$ cat src/rtl/hazard_scoreboard_pkg.sv
// Shared definitions for the hazard scoreboard: stall-cause codes and the
// countdown width helper used to size the per-register counters.
package hazard_pkg;

  typedef enum logic [1:0] {
    STALL_NONE    = 2'd0,
    STALL_LOADUSE = 2'd1,
    STALL_BRANCH  = 2'd2,
    STALL_NOFWD   = 2'd3
  } stall_cause_e;

  // Counter width wide enough for the longest possible countdown value.
  function automatic int cnt_width(input int nofwd_lat, input int load_lat, input int br_extra);
    int w;
    w = $clog2(nofwd_lat + load_lat + br_extra + 1);
    if (w < 1) w = 1;
    return w;
  endfunction

endpackage

$ cat src/rtl/hazard_scoreboard_sb_counter.sv
// One scoreboard entry: saturating down-counter of cycles until the register
// is readable by a branch in ID, plus a flag marking a load producer.
module sb_counter #(
  parameter int CW = 3
) (
  input  logic          clk,
  input  logic          rst,
  input  logic          load_en,
  input  logic [CW-1:0] load_val,
  input  logic          load_ld,
  output logic [CW-1:0] cnt_o,
  output logic          ld_o
);

  logic [CW-1:0] cnt_q, cnt_d;
  logic          ld_q, ld_d;

  // A new producer overrides the countdown; otherwise count down and stop at zero.
  always_comb begin
    cnt_d = (cnt_q != '0) ? (cnt_q - CW'(1)) : cnt_q;
    ld_d  = ld_q;
    if (load_en) begin
      cnt_d = load_val;
      ld_d  = load_ld;
    end
  end

  // Entry state registers with synchronous clear.
  always_ff @(posedge clk) begin
    if (rst) begin
      cnt_q <= '0;
      ld_q  <= 1'b0;
    end else begin
      cnt_q <= cnt_d;
      ld_q  <= ld_d;
    end
  end

  assign cnt_o = cnt_q;
  assign ld_o  = ld_q;

endmodule

$ cat src/rtl/hazard_scoreboard.sv
// ID-stage hazard scoreboard: one pending-write countdown per architectural
// register, zero-latency stall decision, stall cause and a stall-cycle counter.
module hazard_scoreboard
  import hazard_pkg::*;
#(
  parameter int NUM_REGS  = 32,
  parameter int REG_AW    = 5,
  parameter int LOAD_LAT  = 1,
  parameter int NOFWD_LAT = 2,
  parameter int BR_EXTRA  = 1,
  parameter int PERF_W    = 16
) (
  input  logic                clk,
  input  logic                rst,
  input  logic                id_valid,
  input  logic [REG_AW-1:0]   id_src1,
  input  logic [REG_AW-1:0]   id_src2,
  input  logic                id_src2_used,
  input  logic                id_is_branch,
  input  logic                id_we,
  input  logic [REG_AW-1:0]   id_dest,
  input  logic                id_is_load,
  input  logic                forward_en,
  input  logic                flush,
  output logic                stall,
  output logic [1:0]          stall_cause,
  output logic [NUM_REGS-1:0] busy,
  output logic [PERF_W-1:0]   stall_cycles
);

  localparam int CW = cnt_width(NOFWD_LAT, LOAD_LAT, BR_EXTRA);

  // A count above this threshold still blocks an EX consumer; a branch in ID
  // needs BR_EXTRA more cycles, so it waits for the count to reach zero.
  localparam logic [CW-1:0] BR_THR    = CW'(BR_EXTRA);
  localparam logic [CW-1:0] VAL_ALU   = CW'(BR_EXTRA);
  localparam logic [CW-1:0] VAL_LOAD  = CW'(LOAD_LAT + BR_EXTRA);
  localparam logic [CW-1:0] VAL_NOFWD = CW'(NOFWD_LAT + BR_EXTRA);

  logic [CW-1:0]       cnt [NUM_REGS];
  logic [NUM_REGS-1:0] ld_bits;

  logic [CW-1:0] cnt_s1, cnt_s2;
  logic          ld_s1, ld_s2;
  logic          need1, need2;
  logic          lu1, lu2;
  logic          accept;
  logic [CW-1:0] load_val;
  logic          load_ld;
  stall_cause_e  cause;

  logic [PERF_W-1:0] stall_cycles_q, stall_cycles_d;

  // Register 0 is hardwired: never pending, never a load.
  assign cnt[0]     = '0;
  assign ld_bits[0] = 1'b0;
  assign busy[0]    = 1'b0;

  for (genvar r = 1; r < NUM_REGS; r++) begin : g_reg
    logic load_en_r;
    assign load_en_r = accept & (id_dest == REG_AW'(r));

    sb_counter #(.CW(CW)) u_cnt (
      .clk      (clk),
      .rst      (rst),
      .load_en  (load_en_r),
      .load_val (load_val),
      .load_ld  (load_ld),
      .cnt_o    (cnt[r]),
      .ld_o     (ld_bits[r])
    );

    assign busy[r] = (cnt[r] != '0);
  end

  // Source lookup; an unused rt reads as "nothing pending".
  always_comb begin
    cnt_s1 = cnt[id_src1];
    ld_s1  = ld_bits[id_src1];
    cnt_s2 = '0;
    ld_s2  = 1'b0;
    if (id_src2_used) begin
      cnt_s2 = cnt[id_src2];
      ld_s2  = ld_bits[id_src2];
    end
  end

  // Per-source wait decision and whether the wait is due to a load result.
  always_comb begin
    need1 = id_is_branch ? (cnt_s1 != '0) : (cnt_s1 > BR_THR);
    need2 = id_is_branch ? (cnt_s2 != '0) : (cnt_s2 > BR_THR);
    lu1   = need1 & ld_s1 & (cnt_s1 > BR_THR);
    lu2   = need2 & ld_s2 & (cnt_s2 > BR_THR);
    stall = id_valid & ~flush & (need1 | need2);
  end

  // Cause priority: forwarding off, then load-use, otherwise branch operand.
  always_comb begin
    cause = STALL_NONE;
    if (stall) begin
      if (!forward_en)     cause = STALL_NOFWD;
      else if (lu1 | lu2)  cause = STALL_LOADUSE;
      else                 cause = STALL_BRANCH;
    end
  end

  assign stall_cause = cause;

  // Accept decision and the countdown value loaded for the new producer.
  always_comb begin
    accept   = id_valid & ~flush & ~stall & id_we & (id_dest != '0);
    load_ld  = id_is_load & forward_en;
    load_val = VAL_ALU;
    if (!forward_en)     load_val = VAL_NOFWD;
    else if (id_is_load) load_val = VAL_LOAD;
  end

  // Stall-cycle counter, saturating at all-ones.
  always_comb begin
    stall_cycles_d = stall_cycles_q;
    if (stall && !(&stall_cycles_q)) stall_cycles_d = stall_cycles_q + PERF_W'(1);
  end

  // Perf counter register with synchronous clear.
  always_ff @(posedge clk) begin
    if (rst) stall_cycles_q <= '0;
    else     stall_cycles_q <= stall_cycles_d;
  end

  assign stall_cycles = stall_cycles_q;

endmodule

$ cat config.mk
export PLATFORM = sky130hd
export DESIGN_NAME = hazard_scoreboard
export DESIGN_NICKNAME = d
export VERILOG_FILES = /design/src/rtl/hazard_scoreboard_pkg.sv /design/src/rtl/hazard_scoreboard_sb_counter.sv /design/src/rtl/hazard_scoreboard.sv
export SDC_FILE = /design/constraint.sdc
export NUM_CORES = 1
export LEC_CHECK = 0
export BUFFER_PORTS_ARGS = -buffer_cell sky130_fd_sc_hd__clkbuf_2
export CAP_MARGIN = 20
export CORE_UTILIZATION = 35
export CTS_BUF_LIST = sky130_fd_sc_hd__clkbuf_8 sky130_fd_sc_hd__clkbuf_16
export CTS_CLUSTER_SIZE = 10
export DETAILED_ROUTE_END_ITERATION = 10
export MAX_ROUTING_LAYER = met4
export PLACE_DENSITY = 0.48
export SKIP_LAST_GASP = 1
export SYNTH_ARGS = -nofsm -noshare
export SYNTH_HDL_FRONTEND = slang
export SYNTH_HIERARCHICAL = 1
export SYNTH_SLANG_ARGS = --single-unit
$ cat constraint.sdc
create_clock -name clk -period 9.2 [get_ports clk]
set_clock_uncertainty 0.2 [all_clocks]
set_input_delay 1.38 -clock clk [delete_from_list [all_inputs] [get_ports clk]]
set_output_delay 1.38 -clock clk [all_outputs]
set_load 0.01 [all_outputs]
==> load_flow_metrics.sql <==
INSERT INTO impl_metrics (metric_group, metric, value, unit) VALUES
('run_status', 'status', 'completed', ''),
('synthesis', 'synth_enable_flop_cells', '0', ''),
('pwr', 'p_seq_frac', '0.302', ''),
('route', 'total_wirelength_of_the_detailed_routed_design', '29160', 'um'),
('timing', 'hold_ws', '0.2985', 'ns'),
('grt', 'groute.usage.overall', '0.1954', ''),
('route', 'route.detailed.drc', '0', ''),
('synthesis', 'async_flop_share', '0', ''),
('timing', 'post-route-min-period', '5.944', 'ns'),
('synthesis', 'syn_inst', '1144', ''),
('grt', 'global_route.overflow_total', '0', ''),
('floorplanning', 'design.die.area', '31910', 'sq um'),
('pwr', 'p_int', '2.187', 'mW'),
('synthesis', 'post_synth_instance_area', '10920', 'sq um'),
('timing', 'final.setup.worst_slack', '3.256', 'ns'),
('critical_path', 'critical_path.max_stage_delay', '0.48', 'ns'),
('synthesis', 'count_of_cell_types_in_the_netlist', '58', ''),
('timing', 'slew_headroom', '0.3942', ''),
('placement', 'place.detailed.hpwl', '21040', 'um'),
('clock_tree', 'post_cts.resized_instances', '0', ''),
('critical_path', 'cp-start-kind', 'input pin', ''),
('clock_tree', 'cts_max_path_buffers', '2', ''),
('pwr', 'power_leakage', '4.435', 'nW'),
('critical_path', 'critPathSlowestCell', 'sky130_fd_sc_hd__clkbuf_2', ''),
('final_layout', 'layout.cells.most_common_list', 'sky130_fd_sc_hd__nor2b_1 (169), sky130_fd_sc_hd__dfxtp_1 (140), sky130_fd_sc_hd__inv_1 (104)', ''),
('clock_tree', 'tritoncts', 'built', ''),
('clock_tree', 'clock_sink_count', '140', ''),
('floorplanning', 'die_height', '178.6', 'um'),
('final_layout', 'drive_above_1_share', '0.1977', ''),
('route', 'routed_wire_per_std_cell', '17.94', 'um'),
('floorplanning', 'rows', '64', ''),
('worst_hold_path', 'min-delay-path-class', 'reg2reg', ''),
('pwr', 'p_per_area', '297.4', 'nW/um^2'),
('pwr', 'comb_power_share', '0.490', ''),
('critical_path', 'worstSetupPathType', 'in2out', ''),
('timing', 'setup-tns-final', '0', 'ns'),
('pwr', 'p_clk_frac', '0.208', ''),
('synthesis', 'synth.largest_area_cell', 'sky130_fd_sc_hd__dfxtp_1', ''),
('clock_tree', 'clock_insertion_delay_worst_skew', '0.44', 'ns'),
('pwr', 'swShare', '0.3972', ''),
('floorplanning', 'fp.dieW', '178.6', 'um'),
('critical_path', 'timing.critical_path.to_type', 'output pin', ''),
('final_layout', 'nets', '1305', ''),
('critical_path', 'critical_path_cell_by_cell', 'clkbuf_2 > clkinv_1 > mux4_2 > mux2i_1 > and4b_1 > a211o_1 > a2111oi_4 > buf_4 > nand2b_1 > a21oi_1 > clkbuf_2', ''),
('floorplanning', 'floorplan.initialDensity', '0.3561', ''),
('synthesis', 'syn-mean-instance-area', '9.546', 'sq um'),
('synthesis', 'ys.warnings.count', '6', ''),
('synthesis', 'synth_top_cells_by_area', 'sky130_fd_sc_hd__dfxtp_1 (26%), sky130_fd_sc_hd__nor2b_1 (9.7%), sky130_fd_sc_hd__mux4_2 (9.1%)', ''),
('run', 'max_cap_viol_count', '0', ''),
('timing', 'setup_viol', '0', ''),
('synthesis', 'area_share_of_the_largest_cell_type_after_synthesis', '0.2566', ''),
('grt', 'grt_pass1_vias', '8058', ''),
('clock_tree', 'post_cts.repair.setup_buffers', '0', ''),
('critical_path', 'worstPathRequired', '7.62', 'ns'),
('clock_tree', 'cts.clk_slew.worst_paths', '0.06', 'ns'),
('route', 'ant_nets', '0', ''),
('critical_path', 'worst-path-max-fanout', '27', ''),
('placement', 'placedCellCount', '1595', ''),
('floorplanning', 'core_region_area', '30670', 'sq um'),
('pwr', 'report.power.total', '3.628', 'mW'),
('route', 'drt_iter0_drc', '522', ''),
('final_layout', 'layout.cells.most_common', 'sky130_fd_sc_hd__nor2b_1', ''),
('route', 'via_count', '8661', ''),
('timing', 'finalHoldViolCount', '0', ''),
('route', 'detail_route.first_pass.iterations', '5', ''),
('timing', 'max_slew.worst_pin.slew', '0.9017', 'ns'),
('grt', 'grt_start_max_net_pins', '63', ''),
('pwr', 'ir_drop', '0.0001399', 'V'),
('clock_tree', 'cts_hold_buffers', '0', ''),
('timing', 'fin_crit_sh', '0.6460', ''),
('synthesis', 'ys.flop_type', 'sky130_fd_sc_hd__dfxtp_1', '');
==> stage by stage <==
step                      cell area (sq um)  utilization
after global routing                  12200       0.3977
after floorplan                       11040            -
after CTS                             12200       0.3977
final                                 12200       0.3977
after detailed placement              11570       0.3774
after global placement                11570       0.3774
==> cell usage after synthesis (2+ instances only) <==
| cell type | count |
|---|---|
| sky130_fd_sc_hd__nor4b_1 | 64 |
| sky130_fd_sc_hd__nor3_2 | 6 |
| sky130_fd_sc_hd__inv_1 | 105 |
| sky130_fd_sc_hd__nor3_1 | 18 |
| sky130_fd_sc_hd__clkinv_1 | 2 |
| sky130_fd_sc_hd__ha_1 | 63 |
| sky130_fd_sc_hd__nor2b_1 | 169 |
| sky130_fd_sc_hd__nor2_1 | 100 |
| sky130_fd_sc_hd__a2111oi_2 | 31 |
| sky130_fd_sc_hd__a31oi_1 | 2 |
| sky130_fd_sc_hd__dfxtp_1 | 140 |
| sky130_fd_sc_hd__o31ai_1 | 3 |
| sky130_fd_sc_hd__mux2_1 | 5 |
| sky130_fd_sc_hd__or4_1 | 2 |
| sky130_fd_sc_hd__nand2_1 | 20 |
| sky130_fd_sc_hd__mux2i_1 | 43 |
| sky130_fd_sc_hd__mux4_2 | 44 |
| sky130_fd_sc_hd__buf_2 | 7 |
| sky130_fd_sc_hd__a221oi_1 | 2 |
| sky130_fd_sc_hd__nand3_1 | 9 |
| sky130_fd_sc_hd__nand2b_1 | 36 |
| sky130_fd_sc_hd__o21ai_0 | 5 |
| sky130_fd_sc_hd__and2_1 | 2 |
| sky130_fd_sc_hd__buf_6 | 2 |
| sky130_fd_sc_hd__a21oi_1 | 10 |
| sky130_fd_sc_hd__a211oi_1 | 4 |
| sky130_fd_sc_hd__or3b_1 | 31 |
| sky130_fd_sc_hd__a311oi_2 | 31 |
| sky130_fd_sc_hd__nand3_2 | 6 |
| sky130_fd_sc_hd__clkbuf_1 | 6 |
| sky130_fd_sc_hd__buf_1 | 5 |
| sky130_fd_sc_hd__nand3b_1 | 2 |
| sky130_fd_sc_hd__mux2_2 | 10 |
| sky130_fd_sc_hd__a211o_1 | 3 |
| sky130_fd_sc_hd__nand4_1 | 2 |
| sky130_fd_sc_hd__buf_4 | 35 |
| sky130_fd_sc_hd__nor4_1 | 4 |
| sky130_fd_sc_hd__a2111oi_1 | 31 |
| sky130_fd_sc_hd__and3_1 | 3 |
| sky130_fd_sc_hd__a22oi_1 | 2 |
| sky130_fd_sc_hd__or3_1 | 32 |
| sky130_fd_sc_hd__or2b_1 | 31 |
==> power groups by stage <==
stage                     clock network, mW  registers [mW]  logic, mW
after floorplan                           0           0.977       1.40
after global placement                    0            1.11       1.77
after detailed placement                  0            1.11       1.79
after CTS                             0.777            1.09       1.80
after global routing                  0.800            1.13       1.99
final                                 0.755            1.09       1.78
==> area by class of cell <==
cell class,instances,area (sq um),share of cell area
Inverter,107,401.6,0.03293
Timing Repair Buffer,80,424.2,0.03478
Clock inverter,11,168.9,0.01385
Multi-Input combinational cell,872,7451,0.6109
Tap cell,396,495.5,0.04062
Clock buffer,19,452.9,0.03714
Sequential cell,140,2803,0.2298
==> critical path, delay by kind of cell <==
family                 cells  cell delay [ns]
AND/OR/NAND/NOR            2             0.42
buffers and inverters      4             1.45
AO/OA/AOI/OAI              3             0.57
multiplexers               2             0.52
==> metal layers <==
metal  share of wire  vias to the layer above  GRT usage
met5               0                        -          -
met4           0.017                        0    0.06003
met3           0.041                       24    0.03389
met2            0.46                      179     0.3043
met1            0.48                     4189     0.2568
li1                -                     4269          -
==> flip-flops by register name, indices dropped and copies added, names as in the netlist <==
register / count
g.u_cnt/cnt_o: 93
g.u_cnt/ld_o: 31
stall_cycles: 16
==> cells by family (layout without fill, tap and decap cells) <==
group	after synthesis	after routing	synth area share
compound gates	134	134	0.1425
fa+ha+maj	63	63	0.07218
buf+inv	163	217	0.07172
flops	140	140	0.2566
mux	102	102	0.1456
other cells	1	32	0.0003434
simple gates	541	541	0.3110
==> path summary, 6_finish.rpt <==
kind | endpoint | slack (ns) | depth (start not counted) | startpoint
max | stall_cause[0] | 3.26 | 11 | id_src2[0]
min | stall_cycles[1]$_SDFFE_PP0P_ | 0.30 | 2 | stall_cycles[1]$_SDFFE_PP0P_
max reg2reg | g_reg[28].u_cnt/cnt_o[1]$_SDFFE_PP0P_ | 5.21 | 11 | g_reg[27].u_cnt/cnt_o[0]$_SDFFE_PP0P_
min reg2reg | stall_cycles[1]$_SDFFE_PP0P_ | 0.30 | 2 | stall_cycles[1]$_SDFFE_PP0P_
(Power assumes the default switching activity.)
